$ cat src/rtl/fastram_cycle_ctrl_pkg.sv
// Shared types and constants for the fast-RAM bus cycle sequencer.
package fastram_cycle_ctrl_pkg;

  // Width of the wait-state counter (WAIT_STATES range 0..7)
  localparam int WS_W = 3;

  // Bus cycle sequencer states
  typedef enum logic [2:0] {
    ST_IDLE   = 3'd0,
    ST_SETUP  = 3'd1,
    ST_WSTRB  = 3'd2,
    ST_ACCESS = 3'd3,
    ST_ACK    = 3'd4,
    ST_HOLD   = 3'd5
  } state_e;

  // Registered pin bundle; SRAM enables are active-low, the rest active-high
  typedef struct packed {
    logic ram_ce;
    logic ram_oe;
    logic ram_we;
    logic ram_ub;
    logic ram_lb;
    logic data_oe;
    logic dtack;
    logic busy;
  } bus_out_t;

  localparam bus_out_t BUS_OUT_IDLE = '{
    ram_ce:  1'b1,
    ram_oe:  1'b1,
    ram_we:  1'b1,
    ram_ub:  1'b1,
    ram_lb:  1'b1,
    data_oe: 1'b0,
    dtack:   1'b0,
    busy:    1'b0
  };

  // True when at least one (active-low) data strobe is asserted
  function automatic logic strobe_any(input logic uds_n, input logic lds_n);
    return ~(uds_n & lds_n);
  endfunction

endpackage

$ cat src/rtl/fastram_cycle_ctrl_bus_sync.sv
// Multi-stage flop chain bringing asynchronous CPU bus strobes into the CLK domain.
module fastram_cycle_ctrl_bus_sync #(
  parameter int               WIDTH   = 4,
  parameter int               STAGES  = 2,
  parameter logic [WIDTH-1:0] RST_VAL = {WIDTH{1'b1}}
) (
  input  logic             CLK,
  input  logic             RST,
  input  logic [WIDTH-1:0] d,
  output logic [WIDTH-1:0] q
);

  logic [WIDTH-1:0] chain_r [STAGES];

  // Shift the asynchronous inputs through the synchronizer chain
  always_ff @(posedge CLK) begin
    if (RST) begin
      for (int i = 0; i < STAGES; i++) begin
        chain_r[i] <= RST_VAL;
      end
    end else begin
      chain_r[0] <= d;
      for (int i = 1; i < STAGES; i++) begin
        chain_r[i] <= chain_r[i-1];
      end
    end
  end

  assign q = chain_r[STAGES-1];

endmodule

$ cat src/rtl/fastram_cycle_ctrl.sv
// Sequences 68000 bus cycles onto the on-board fast-RAM SRAM: address decode
// against the autoconfig base, SRAM enables, and DTACK after programmable waits.
import fastram_cycle_ctrl_pkg::*;

module fastram_cycle_ctrl #(
  parameter int WAIT_STATES = 1,
  parameter int SYNC_STAGES = 2
) (
  input  logic       CLK,
  input  logic       RST,
  input  logic       _AS,
  input  logic       _UDS,
  input  logic       _LDS,
  input  logic       RW,
  input  logic [2:0] AH,
  input  logic [2:0] base_address,
  input  logic       configured,
  output logic       _RAM_CE,
  output logic       _RAM_OE,
  output logic       _RAM_WE,
  output logic       _RAM_UB,
  output logic       _RAM_LB,
  output logic       data_oe,
  output logic       DTACK,
  output logic       busy
);

  localparam logic [WS_W-1:0] WS_LOAD = WS_W'(WAIT_STATES);

  logic [3:0]      sync_q_s;
  logic            as_s;
  logic            uds_s;
  logic            lds_s;
  logic            rw_s;
  logic            hit_s;
  logic            access_done_s;
  state_e          state_r;
  state_e          state_nxt_s;
  logic [WS_W-1:0] cnt_r;
  logic            write_r;
  logic            write_nxt_s;
  bus_out_t        out_r;
  bus_out_t        out_nxt_s;

  fastram_cycle_ctrl_bus_sync #(
    .WIDTH   (4),
    .STAGES  (SYNC_STAGES),
    .RST_VAL (4'b1111)
  ) u_bus_sync (
    .CLK (CLK),
    .RST (RST),
    .d   ({_AS, _UDS, _LDS, RW}),
    .q   (sync_q_s)
  );

  // as_s is the asserted (active-high) address strobe; data strobes stay active-low
  assign as_s          = ~sync_q_s[3];
  assign uds_s         = sync_q_s[2];
  assign lds_s         = sync_q_s[1];
  assign rw_s          = sync_q_s[0];
  assign hit_s         = configured & (AH == base_address);
  // Leaving ACCESS on the same edge the counter reaches zero
  assign access_done_s = (cnt_r <= 3'd1);

  // State register
  always_ff @(posedge CLK) begin
    if (RST) begin
      state_r <= ST_IDLE;
    end else begin
      state_r <= state_nxt_s;
    end
  end

  // Next-state logic; a dropped address strobe ends any cycle immediately
  always_comb begin
    state_nxt_s = state_r;
    write_nxt_s = write_r;
    case (state_r)
      ST_IDLE: begin
        write_nxt_s = 1'b0;
        if (as_s && hit_s) begin
          state_nxt_s = ST_SETUP;
        end else if (as_s) begin
          state_nxt_s = ST_HOLD;
        end else begin
          state_nxt_s = ST_IDLE;
        end
      end
      ST_SETUP: begin
        write_nxt_s = ~rw_s;
        if (!as_s) begin
          state_nxt_s = ST_IDLE;
        end else if (rw_s) begin
          state_nxt_s = ST_ACCESS;
        end else begin
          state_nxt_s = ST_WSTRB;
        end
      end
      ST_WSTRB: begin
        if (!as_s) begin
          state_nxt_s = ST_IDLE;
        end else if (strobe_any(uds_s, lds_s)) begin
          state_nxt_s = ST_ACCESS;
        end else begin
          state_nxt_s = ST_WSTRB;
        end
      end
      ST_ACCESS: begin
        if (!as_s) begin
          state_nxt_s = ST_IDLE;
        end else if (access_done_s) begin
          state_nxt_s = ST_ACK;
        end else begin
          state_nxt_s = ST_ACCESS;
        end
      end
      ST_ACK: begin
        // TAS: after the read half, RW low with strobes released starts the write half
        if (!as_s) begin
          state_nxt_s = ST_IDLE;
        end else if (!write_r && !rw_s && !strobe_any(uds_s, lds_s)) begin
          state_nxt_s = ST_WSTRB;
          write_nxt_s = 1'b1;
        end else begin
          state_nxt_s = ST_ACK;
        end
      end
      ST_HOLD: begin
        if (!as_s) begin
          state_nxt_s = ST_IDLE;
        end else begin
          state_nxt_s = ST_HOLD;
        end
      end
      default: begin
        state_nxt_s = ST_IDLE;
        write_nxt_s = 1'b0;
      end
    endcase
  end

  // Output decode from the upcoming state so pins change together with the state
  always_comb begin
    out_nxt_s = BUS_OUT_IDLE;
    case (state_nxt_s)
      ST_IDLE: begin
        out_nxt_s = BUS_OUT_IDLE;
      end
      ST_HOLD: begin
        out_nxt_s.busy = 1'b1;
      end
      ST_SETUP, ST_WSTRB: begin
        out_nxt_s.ram_ce = 1'b0;
        out_nxt_s.busy   = 1'b1;
      end
      ST_ACCESS, ST_ACK: begin
        out_nxt_s.ram_ce = 1'b0;
        out_nxt_s.busy   = 1'b1;
        out_nxt_s.ram_ub = uds_s;
        out_nxt_s.ram_lb = lds_s;
        out_nxt_s.dtack  = (state_nxt_s == ST_ACK);
        if (write_nxt_s) begin
          out_nxt_s.ram_we = 1'b0;
        end else begin
          out_nxt_s.ram_oe  = 1'b0;
          out_nxt_s.data_oe = 1'b1;
        end
      end
      default: begin
        out_nxt_s = BUS_OUT_IDLE;
      end
    endcase
  end

  // Output, transfer-direction and wait-counter registers
  always_ff @(posedge CLK) begin
    if (RST) begin
      out_r   <= BUS_OUT_IDLE;
      write_r <= 1'b0;
      cnt_r   <= 3'd0;
    end else begin
      out_r   <= out_nxt_s;
      write_r <= write_nxt_s;
      if ((state_r != ST_ACCESS) && (state_nxt_s == ST_ACCESS)) begin
        cnt_r <= WS_LOAD;
      end else if ((state_r == ST_ACCESS) && (cnt_r != 3'd0)) begin
        cnt_r <= cnt_r - 3'd1;
      end else begin
        cnt_r <= cnt_r;
      end
    end
  end

  assign _RAM_CE = out_r.ram_ce;
  assign _RAM_OE = out_r.ram_oe;
  assign _RAM_WE = out_r.ram_we;
  assign _RAM_UB = out_r.ram_ub;
  assign _RAM_LB = out_r.ram_lb;
  assign data_oe = out_r.data_oe;
  assign DTACK   = out_r.dtack;
  assign busy    = out_r.busy;

endmodule

$ cat config.mk
export PLATFORM = sky130hd
export DESIGN_NAME = fastram_cycle_ctrl
export DESIGN_NICKNAME = d
export VERILOG_FILES = /design/src/rtl/fastram_cycle_ctrl_pkg.sv /design/src/rtl/fastram_cycle_ctrl_bus_sync.sv /design/src/rtl/fastram_cycle_ctrl.sv
export SDC_FILE = /design/constraint.sdc
export NUM_CORES = 1
export LEC_CHECK = 0
export CORE_ASPECT_RATIO = 1.25
export CORE_MARGIN = 2
export CORE_UTILIZATION = 44
export CTS_CLUSTER_SIZE = 14
export DETAILED_ROUTE_END_ITERATION = 8
export PLACE_DENSITY_LB_ADDON = 0.3
export SETUP_SLACK_MARGIN = 0.3
export SLEW_MARGIN = 10
export SYNTH_ARGS = -nofsm -noshare
export SYNTH_HDL_FRONTEND = slang
export SYNTH_SLANG_ARGS = --single-unit
$ cat constraint.sdc
create_clock -name CLK -period 1.6 [get_ports CLK]
set_input_delay 0.4 -clock CLK [delete_from_list [all_inputs] [get_ports CLK]]
set_output_delay 0.4 -clock CLK [all_outputs]
set_load 0.005 [all_outputs]
==> qor.csv, run 1 <==
stage;metric;value;unit
run_status;status;finished with violations;
run_status;failed_checks;setup timing;
clock_network;numCtsBuffers;3;
timing;fmax;596.3;MHz
floorplanning;fp.dieW;46.42;um
logic_synthesis;ys.flop_type;dfxtp_1;
critical_path;cp.required;1.80;ns
power;p_leak;0.6048;nW
power;switching_share;24.24;%
critical_path;max_stage_delay;0.52;ns
critical_path;criticalPathCategory;flop to flop;
critical_path;cp-end-kind;flop;
logic_synthesis;synth_edf_count;0;
critical_path;regToRegEndpoint;_RAM_OE;
clock_network;cts_root_buf;clkbuf_4;
logic_synthesis;synthCells;100;
cells_and_area;antenna-diode-count;0;
cells_and_area;areaGrowthSynthToFinish;68.39;%
power;p_seq_share;59.3;%
logic_synthesis;syn-cell-area;989.7;sq um
clock_network;clk_pin_slew;0.12;ns
run;cap_violations;0;
global_route;grt_antenna_before_repair;0;
logic_synthesis;synth_cell_types;40;
critical_path;path_buf_inv;0;
timing;rsz0062_at_grt;yes;
placed_design;pre_cts_ws;-0.4116;ns
logic_synthesis;yosys-top-cells-area;dfxtp_1 (47%), or2_2 (5.1%), ha_1 (3.8%);
power;p_comb_share;14.0;%
timing;setup_viol;8;
timing;worst_pin_slew;0.4099;ns
critical_path;reg2reg_slack;-0.08;ns
timing;whs;0.4248;ns
logic_synthesis;synth-xor-area-share;2.655;%
critical_path;crit_arrival;1.87;ns
clock_network;cts-hold-fix-buffers;0;
logic_synthesis;synth-adder-area-share;3.793;%
drt;drt-total-wl;2.590;mm
timing;fin_crit;1.677;ns
placed_design;dp_hpwl;1.674;mm
timing;slew_violations;0;
clock_network;clock_path_buffers;2;
timing;finClkSkew;0.001915;ns
logic_synthesis;synth_compound_area_share;21.87;%
clock_network;h-tree-depth;1;
power;peakVddDrop;753.9;uV
logic_synthesis;yosys.area_share.simple;20.23;%
critical_path;crit_chain;or4_4, a41oi_2, a311oi_4, nor3_4, o221ai_1;
floorplanning;initial_core_util;45.75;%
logic_synthesis;ys_warn_count;0;
placed_design;place_congestion;0.7934;
timing;final.period_utilization;104.8;%
clock_network;clock_sinks;23;
worst_hold_path;hold_class;flop to flop;
logic_synthesis;synth_top_area_share;46.52;%
logic_synthesis;synth_mux_area_share;0;%
drt;wl_per_cell;14.72;um
drt;drtAntennaViolNets;0;
logic_synthesis;synth_seq_cells;23;
floorplanning;fp.dieH;57.03;um
drt;first_iter_violations;9;
power;power_frac_clock;26.7;%
floorplanning;ioPinCount;21;
critical_path;slowest_stage;or4_4;
worst_hold_path;hold_path_depth;1;
critical_path;crit_fanout;6;
global_route;track_usage;22.84;%
critical_path;path_delay_family;simple AND/OR/NAND/NOR gates;
floorplanning;fp.coreArea;2163;sq um
power;intPower;763.9;uW
critical_path;r2r-start;u_bus_sync.chain_r[0][7];
logic_synthesis;ys_top_cells_by_count;dfxtp_1 (23), inv_1 (8), nor2_1 (8), or2_2 (8), o21ai_0 (6);
logic_synthesis;syn_avg_cell_area;9.897;sq um
floorplanning;row_count;19;
logic_synthesis;synth_nets;116;
worst_hold_path;hp-start;u_bus_sync.chain_r[0][3];
global_route;grt-ovfl-total;0;
timing;hold_viol_final;0;
timing;tns;-0.2654;ns
critical_path;worst-r2r-cell-count;5;
placed_design;port_buffers;20;
clock_network;insertion_delay;0.32;ns
floorplanning;dieArea;2647;sq um
cells_and_area;drive_gt1_share;53.79;%
power;power_switching;244.4;uW
global_route;first_global_vias;970;
timing;slew_headroom;72.39;%
logic_synthesis;yosysMostFrequentCell;dfxtp_1;
worst_hold_path;hold_path_end;u_bus_sync.chain_r[0][7];
logic_synthesis;synth_top_family_by_area;compound AO/OA/AOI/OAI gates;
logic_synthesis;ys_seq_area_share;46.52;%
critical_path;cp-start-kind;flop;
logic_synthesis;async_flop_share;0;%
timing;finalWorstSetupSlack;-0.07688;ns
drt;drc;0;
cells_and_area;fin_nets;162;
global_route;grt_pass1_wl;4.284;mm
drt;vias;917;
drt;firstDrtPassIters;4;
logic_synthesis;yosysTopAreaCell;dfxtp_1;
drt;vias_per_cell;5.210;
power;powerDensity;605.0;nW/um^2
global_route;grt_max_degree;14;
clock_network;cts_tree;yes;
## power by group through the flow
stage          clock [mW]  combinational, mW  sequential [mW]
2_1_floorplan           0             0.0536            0.612
3_3_place_gp            0              0.119            0.609
3_5_place_dp            0              0.121            0.610
4_1_cts             0.274              0.138            0.596
5_1_grt             0.307              0.153            0.599
6_report            0.270              0.141            0.597
## cell type report
cell class                      count  area, sq um
Sequential cell                    23        475.5
Clock buffer                        3        22.52
Tap cell                           31        38.79
Fill cell                         142        496.7
Multi-Input combinational cell     66        666.9
Clock inverter                      1        5.005
Inverter                            8        30.03
Timing Repair Buffer               44        427.9
## logic make-up after synthesis
family / Yosys count
and+or+nand+nor: 32
AOI/OAI and AO/OA: 28
DFF: 23
buffers and inverters: 11
xor gates and xnor gates: 3
adders and majority gates: 3
## state kept, by name (all words and copies together), names as in the netlist
signal / flops
u_bus_sync.chain_r: 8
_RAM_WE: 1
_RAM_CE: 1
_RAM_LB: 1
cnt_r: 3
_RAM_UB: 1
DTACK: 1
state_r: 3
_RAM_OE: 1
busy: 1
data_oe: 1
write_r: 1
## how the worst max path moves through the flow
stage	from	end	slack (ns)	depth (start not counted)
2_1_floorplan	state_r[1]	_RAM_OE	-0.02	6
3_3_place_gp	base_address[0]	data_oe	-0.33	6
3_5_place_dp	base_address[1]	data_oe	-0.41	6
4_1_cts	u_bus_sync.chain_r[0][7]	_RAM_OE	-0.07	5
5_1_grt	u_bus_sync.chain_r[0][7]	_RAM_OE	-0.15	5
6_report	u_bus_sync.chain_r[0][7]	_RAM_OE	-0.08	5
## per-stage QoR
step           total power [mW]  utilization [%]  area [sq um]  cells
2_1_floorplan            0.6653                -          1060    100
5_1_grt                   1.059            77.04          1667    176
4_1_cts                   1.009            75.77          1639    174
3_3_place_gp             0.7276            64.26          1390    161
6_report                  1.008            77.04          1667    176
3_5_place_dp             0.7309            64.26          1390    161
## per-layer routing
| metal | global-route usage, % | vias to the layer above | part of all wire [%] |
|---|---|---|---|
| met4 | 14.69 | 0 | 3.6 |
| met2 | 39.68 | 23 | 55 |
| met3 | 2.215 | 9 | 2.7 |
| met5 | 0 | - | 0 |
| met1 | 24.95 | 435 | 39 |
| li1 | - | 450 | - |
## placed cells by master, fill, tap and decap left out, types with 2 or more instances in the layout
master | Yosys | final
inv_1 | 8 | 7
clkdlybuf4s50_1 | 0 | 10
clkdlybuf4s15_1 | 0 | 6
clkbuf_4 | 0 | 3
and4_4 | 0 | 2
dfxtp_1 | 23 | 13
ha_1 | 3 | 2
o21ai_0 | 6 | 6
or2_2 | 8 | 8
dlygate4sd2_1 | 0 | 2
a2111oi_4 | 0 | 2
buf_4 | 0 | 16
nor2_1 | 8 | 5
buf_6 | 1 | 6
nor2_2 | 1 | 2
a31oi_1 | 2 | 2
nor2_4 | 0 | 2
xnor2_1 | 3 | 2
clkbuf_2 | 0 | 2
a211oi_2 | 0 | 2
nand2_1 | 3 | 3
dfxtp_2 | 0 | 9
## what timing repair did
item / 4_1_cts / 5_1_grt
endpoints found under the setup margin: 23 / 23
cloned: 1 / 0
pin swaps: 16 / 7
resized for setup: 40 / 14
buffers inserted: 8 / 2
Note: power is estimated with default switching activity, not from simulation.
==> run 2, diff against run 1 <==
- CORE_ASPECT_RATIO: 1.25 -> 1.4
- CTS_CLUSTER_DIAMETER: unset -> 200
==> qor.csv, run 2 (synthesis results as in run 1) <==
stage;metric;value;unit;change
drt;vias_per_cell;5.656;;+8.6%
floorplanning;dieArea;2650;sq um;+0.12%
critical_path;slowest_stage;dfxtp_2;;
run_status;status;finished with violations;;
worst_hold_path;hp-start;u_bus_sync.chain_r[0][1];;
cells_and_area;fin_util;75.76;%;-1.3 points
power;peakVddDrop;504.8;uV;-33%
floorplanning;row_count;20;;+1
floorplanning;initial_core_util;45.99;%;+0.24 points
clock_network;h-tree-depth;1;;unchanged
floorplanning;fp.dieH;60.12;um;+5.4%
cells_and_area;antenna-diode-count;0;;unchanged
drt;vias;922;;+0.55%
placed_design;place_congestion;0.7791;;-1.8%
timing;hold_viol_final;0;;unchanged
floorplanning;fp.coreArea;2152;sq um;-0.52%
power;p_leak;0.5999;nW;-0.80%
critical_path;cp-start-kind;flop;;
drt;wl_per_cell;16.92;um;+15%
cells_and_area;largest_register;u_bus_sync.chain_r;;
global_route;grt_max_degree;13;;-1
critical_path;reg2reg_slack;-0.10;ns;-0.02 ns
global_route;grt_pass1_wl;4.002;mm;-6.6%
clock_network;clock_sinks;23;;unchanged
power;p_seq_share;59.1;%;-0.2 points
clock_network;clk_pin_slew;0.12;ns;about the same
worst_hold_path;hold_path_end;u_bus_sync.chain_r[0][5];;
drt;drtAntennaViolNets;0;;unchanged
drt;drt-total-wl;2.758;mm;+6.5%
global_route;grt_antenna_before_repair;0;;unchanged
cells_and_area;final_cell_mix;buf_4 (16), dfxtp_1 (15), or2_2 (8), dfxtp_2 (8), clkdlybuf4s15_1 (8);;
power;p_comb_share;14.8;%;+0.8 points
critical_path;r2r-start;cnt_r[1];;
timing;worst_pin_slew;0.4429;ns;+0.03303 ns
global_route;track_usage;20.68;%;-2.2 points
critical_path;regToRegEndpoint;cnt_r[0];;
timing;finalWorstSetupSlack;-0.1003;ns;-0.02339 ns
timing;slew_violations;0;;unchanged
placed_design;port_buffers;20;;unchanged
critical_path;max_stage_delay;0.36;ns;-0.16 ns
placed_design;placed_area;1366;sq um;-1.7%
clock_network;insertion_delay;0.31;ns;about the same
power;switching_share;23.85;%;-0.39 points
timing;rsz0062_at_grt;yes;;
clock_network;cts-hold-fix-buffers;0;;unchanged
cells_and_area;final_area;1630;sq um;-2.2%
cells_and_area;reg_top3;u_bus_sync.chain_r: 8 flops, cnt_r: 3 flops, state_r: 3 flops;;
worst_hold_path;hold_class;flop to flop;;
power;power_switching;241.1;uW;-1.3%
critical_path;cp-end-kind;flop;;
critical_path;criticalPathCategory;flop to flop;;
critical_path;crit_fanout;3;;-3
critical_path;cp.required;1.83;ns;+0.03 ns
cells_and_area;areaGrowthSynthToFinish;64.73;%;
clock_network;cts_tree;yes;;
floorplanning;ioPinCount;21;;unchanged
critical_path;worst-r2r-cell-count;7;;+2
drt;first_iter_violations;11;;+2
placed_design;dp_hpwl;1.706;mm;+1.9%
worst_hold_path;hold_path_depth;1;;unchanged
global_route;first_global_vias;921;;-5.1%
timing;fmax;588.1;MHz;-1.4%
cells_and_area;drive_gt1_share;50.35;%;-3.4 points
run_status;failed_checks;setup timing;;
floorplanning;fp.dieW;44.09;um;-5.0%
timing;setup_viol;7;;-1
drt;firstDrtPassIters;4;;unchanged
cells_and_area;multi_input_area;709.4;sq um;+6.4%
cells_and_area;regArea;470.5;sq um;-1.1%
cells_and_area;largest_reg_flops;8;;unchanged
power;power_frac_clock;26.0;%;-0.7 points
timing;tns;-0.3541;ns;-0.08864 ns
timing;final.period_utilization;106.3;%;+1.5 points
power;powerDensity;620.1;nW/um^2;+2.5%
drt;drc;0;;unchanged
power;intPower;769.7;uW;+0.77%
cells_and_area;fin_nets;158;;-2.5%
timing;fin_crit;1.700;ns;+0.02339 ns
timing;finClkSkew;0.004169;ns;+0.002254 ns
critical_path;crit_chain;inv_2, ha_4, o21bai_4, and4_4, o22ai_2, a311oi_1, a211oi_1;;
clock_network;numCtsBuffers;3;;unchanged
run;cap_violations;0;;unchanged
clock_network;clock_path_buffers;2;;unchanged
clock_network;cts_root_buf;clkbuf_4;;
global_route;grt-ovfl-total;0;;unchanged
cells_and_area;final_common_cell;buf_4;;
timing;slew_headroom;70.16;%;-2.2 points
cells_and_area;fillers;133;;-6.3%
critical_path;crit_arrival;1.93;ns;+0.06 ns
-- run 2: worst max-delay path by stage --
stage                     cells after the start                startpoint  slack (ns)       end
after detailed placement                      6           base_address[1]       -0.39   data_oe
after global routing                          6                  cnt_r[0]       -0.16   _RAM_OE
after CTS                                     5  u_bus_sync.chain_r[0][7]       -0.09   _RAM_OE
after global placement                        6           base_address[2]       -0.34   data_oe
after floorplan                               6                state_r[1]       -0.02   _RAM_OE
final                                         7                  cnt_r[1]       -0.10  cnt_r[0]
-- run 2: power groups by stage --
| stage | Sequential (mW) | Combinational [mW] | Clock [mW] |
|---|---|---|---|
| 6_report | 0.598 | 0.150 | 0.263 |
| 5_1_grt | 0.600 | 0.159 | 0.302 |
| 4_1_cts | 0.597 | 0.135 | 0.265 |
| 3_5_place_dp | 0.609 | 0.121 | 0 |
| 3_3_place_gp | 0.609 | 0.117 | 0 |
| 2_1_floorplan | 0.612 | 0.0536 | 0 |
-- run 2: stage by stage --
stage / setup slack [ns] / total power [mW] / cells / hold slack (ns)
after CTS: -0.08758 / 0.9970 / 157 / 0.4263
after floorplan: -0.01742 / 0.6653 / 100 / 0.3894
after global routing: -0.1645 / 1.061 / 163 / 0.4404
after detailed placement: -0.3936 / 0.7300 / 152 / 0.3978
after global placement: -0.3407 / 0.7263 / 152 / 0.3940
final: -0.1003 / 1.011 / 163 / 0.4224
-- run 2: final cells by class --
type / instances / area share, %
Multi-Input combinational cell: 66 / 43.52
Tap cell: 22 / 1.688
Inverter: 8 / 1.842
Sequential cell: 23 / 28.86
Clock buffer: 4 / 1.612
Timing Repair Buffer: 40 / 22.49
-- run 2: critical path: cells and delay by family (launching register included) --
family / cells / cell delay [ns]
AO/OA/AOI/OAI: 4 / 0.88
adder cells (fa/ha/maj): 1 / 0.14
buffers and inverters: 1 / 0.05
flip-flops: 1 / 0.36
AND/OR/NAND/NOR: 1 / 0.19
-- run 2: what timing repair did --
action,CTS,global route
pin swaps,8,6
setup buffers,1,6
setup endpoints to repair,23,23
hold endpoints to repair,0,0
resized for setup,37,17
-- run 2: layer usage --
metal  track usage [%]  up-vias  share of wire, %
met5                 0        -                 0
met2             38.87       23                57
met1             21.23      450                38
li1                  -      441                 -
met4             10.39        0               2.3
met3             3.625        8               3.5
==> run 3, diff against run 2 <==
- CORE_UTILIZATION: 44 -> 43
==> qor.csv, run 3 (synthesis results as in run 1) <==
stage;metric;value;unit;change
cells_and_area;antenna-diode-count;0;;unchanged
worst_hold_path;hold_path_end;u_bus_sync.chain_r[0][6];;
timing;whs;0.4247;ns;+0.002283 ns
clock_network;clk_pin_slew;0.12;ns;about the same
critical_path;cp-start-kind;flop;;
run;cap_violations;0;;unchanged
clock_network;clock_path_buffers;2;;unchanged
timing;finClkSkew;0.003508;ns;-0.0006610 ns
floorplanning;fp.dieH;60.77;um;+1.1%
placed_design;dp_hpwl;1.718;mm;+0.71%
critical_path;slowest_stage;or4_4;;
worst_hold_path;hold_path_depth;1;;unchanged
clock_network;cts-hold-fix-buffers;0;;unchanged
drt;wl_per_cell;16.01;um;-5.4%
cells_and_area;final_cell_mix;dfxtp_2 (13), buf_4 (13), dfxtp_1 (10), or2_2 (8);;
floorplanning;initial_core_util;45.46;%;-0.53 points
placed_design;pre_cts_ws;-0.4245;ns;-0.03084 ns
worst_hold_path;hp-start;u_bus_sync.chain_r[0][2];;
power;peakVddDrop;728.0;uV;+44%
cells_and_area;drive_gt1_share;55.71;%;+5.4 points
critical_path;crit_chain;or4_4, a41oi_4, a311oi_4, nor3_4, o221ai_1;;
power;p_leak;0.5959;nW;-0.67%
run_status;status;finished with violations;;
critical_path;cp-end-kind;flop;;
critical_path;path_delay_family;simple AND/OR/NAND/NOR gates;;
global_route;grt-ovfl-total;0;;unchanged
timing;slew_violations;0;;unchanged
drt;vias_per_cell;5.623;;-0.58%
global_route;grt_antenna_before_repair;0;;unchanged
global_route;track_usage;21.51;%;+0.83 points
floorplanning;fp.dieW;44.55;um;+1.0%
cells_and_area;final_area;1663;sq um;+2.0%
drt;drt-total-wl;2.593;mm;-6.0%
cells_and_area;fin_cells;162;;-0.61%
global_route;grt_max_degree;21;;+8
timing;fin_crit;1.690;ns;-0.01033 ns
cells_and_area;areaGrowthSynthToFinish;68.01;%;
drt;vias;911;;-1.2%
critical_path;max_stage_delay;0.54;ns;+0.18 ns
timing;worst_pin_slew;0.4237;ns;-0.01915 ns
critical_path;worst-r2r-cell-count;5;;-2
critical_path;regToRegEndpoint;_RAM_OE;;
floorplanning;dieArea;2707;sq um;+2.1%
critical_path;reg2reg_slack;-0.09;ns;about the same
placed_design;place_congestion;0.7466;;-4.2%
critical_path;path_buf_inv;0;;-1
timing;final.period_utilization;105.6;%;-0.65 points
clock_network;insertion_delay;0.32;ns;about the same
power;p_total;1.016;mW;+0.55%
timing;setup_viol;6;;-1
timing;rsz0062_at_grt;yes;;
global_route;first_global_vias;934;;+1.4%
critical_path;criticalPathCategory;flop to flop;;
clock_network;h-tree-depth;1;;unchanged
power;powerDensity;611.2;nW/um^2;-1.4%
placed_design;port_buffers;20;;unchanged
run_status;failed_checks;setup timing;;
placed_design;dp_cells;151;;-0.66%
critical_path;crit_arrival;1.89;ns;-0.04 ns
clock_network;clock_sinks;23;;unchanged
global_route;grt_pass1_wl;4.229;mm;+5.7%
cells_and_area;largest_reg_flops;8;;unchanged
placed_design;placed_area;1384;sq um;+1.3%
drt;drtAntennaViolNets;0;;unchanged
clock_network;cts_tree;yes;;
floorplanning;fp.coreArea;2177;sq um;+1.2%
drt;firstDrtPassIters;4;;unchanged
timing;slew_headroom;71.45;%;+1.3 points
cells_and_area;largest_register;u_bus_sync.chain_r;;
critical_path;cp.required;1.80;ns;-0.03 ns
critical_path;r2r-start;u_bus_sync.chain_r[0][7];;
cells_and_area;fin_nets;157;;-0.63%
timing;finalWorstSetupSlack;-0.08995;ns;+0.01033 ns
clock_network;cts_root_buf;clkbuf_4;;
floorplanning;ioPinCount;21;;unchanged
drt;first_iter_violations;17;;+6
critical_path;crit_fanout;6;;+3
clock_network;numCtsBuffers;3;;unchanged
floorplanning;row_count;20;;unchanged
cells_and_area;reg_top3;u_bus_sync.chain_r: 8 flops, cnt_r: 3 flops, state_r: 3 flops;;
drt;drc;0;;unchanged
worst_hold_path;hold_class;flop to flop;;
timing;fmax;591.7;MHz;+0.61%
cells_and_area;fillers;153;;+15%
timing;hold_viol_final;0;;unchanged
## run 3: per-layer routing
metal / GRT usage [%] / wire length, um
met2: 40.58 / 1552
met4: 11.26 / 81
met1: 22.37 / 872
met3: 2.976 / 86
met5: 0 / 0
## run 3: per-stage QoR
| stage | utilization (%) | setup TNS (ns) |
|---|---|---|
| finish | 76.38 | -0.3032 |
| global route | 76.38 | -1.080 |
| CTS | 72.70 | -0.2220 |
| detailed placement | 63.56 | -3.223 |
| global placement | 63.56 | -2.295 |
| floorplan | - | -0.02141 |
## run 3: final cells by class
type | instances | area (sq um) | share of cell area, %
inverters | 8 | 30.03 | 1.806
multi-input cells | 66 | 718.2 | 43.19
clock inverters | 1 | 5.005 | 0.3010
repair buffers | 39 | 382.9 | 23.02
clock buffers | 3 | 22.52 | 1.354
flip-flops and latches | 23 | 476.7 | 28.67
well taps | 22 | 27.53 | 1.655
## run 3: what timing repair did
item / in CTS / in global routing
gates resized for setup: 45 / 16
cloned: 0 / 0
buffers inserted: 4 / 3
setup endpoints to repair: 23 / 19
pin swaps: 10 / 11
hold endpoints to repair: 0 / 0
## run 3: worst max-delay path by stage
| stage | cells after the start | endpoint | startpoint |
|---|---|---|---|
| after floorplan | 6 | _RAM_OE | state_r[1] |
| after global placement | 6 | data_oe | base_address[2] |
| after detailed placement | 6 | data_oe | base_address[0] |
| after CTS | 5 | _RAM_OE | u_bus_sync.chain_r[0][7] |
| after global routing | 5 | _RAM_OE | u_bus_sync.chain_r[0][7] |
| final | 5 | _RAM_OE | u_bus_sync.chain_r[0][7] |
## run 3: where the power goes
part	switching [mW]	leakage, nW	internal [mW]
sequential	0.00880	0.190	0.591
clock	0.176	0.0177	0.0938
combinational	0.0645	0.388	0.0829
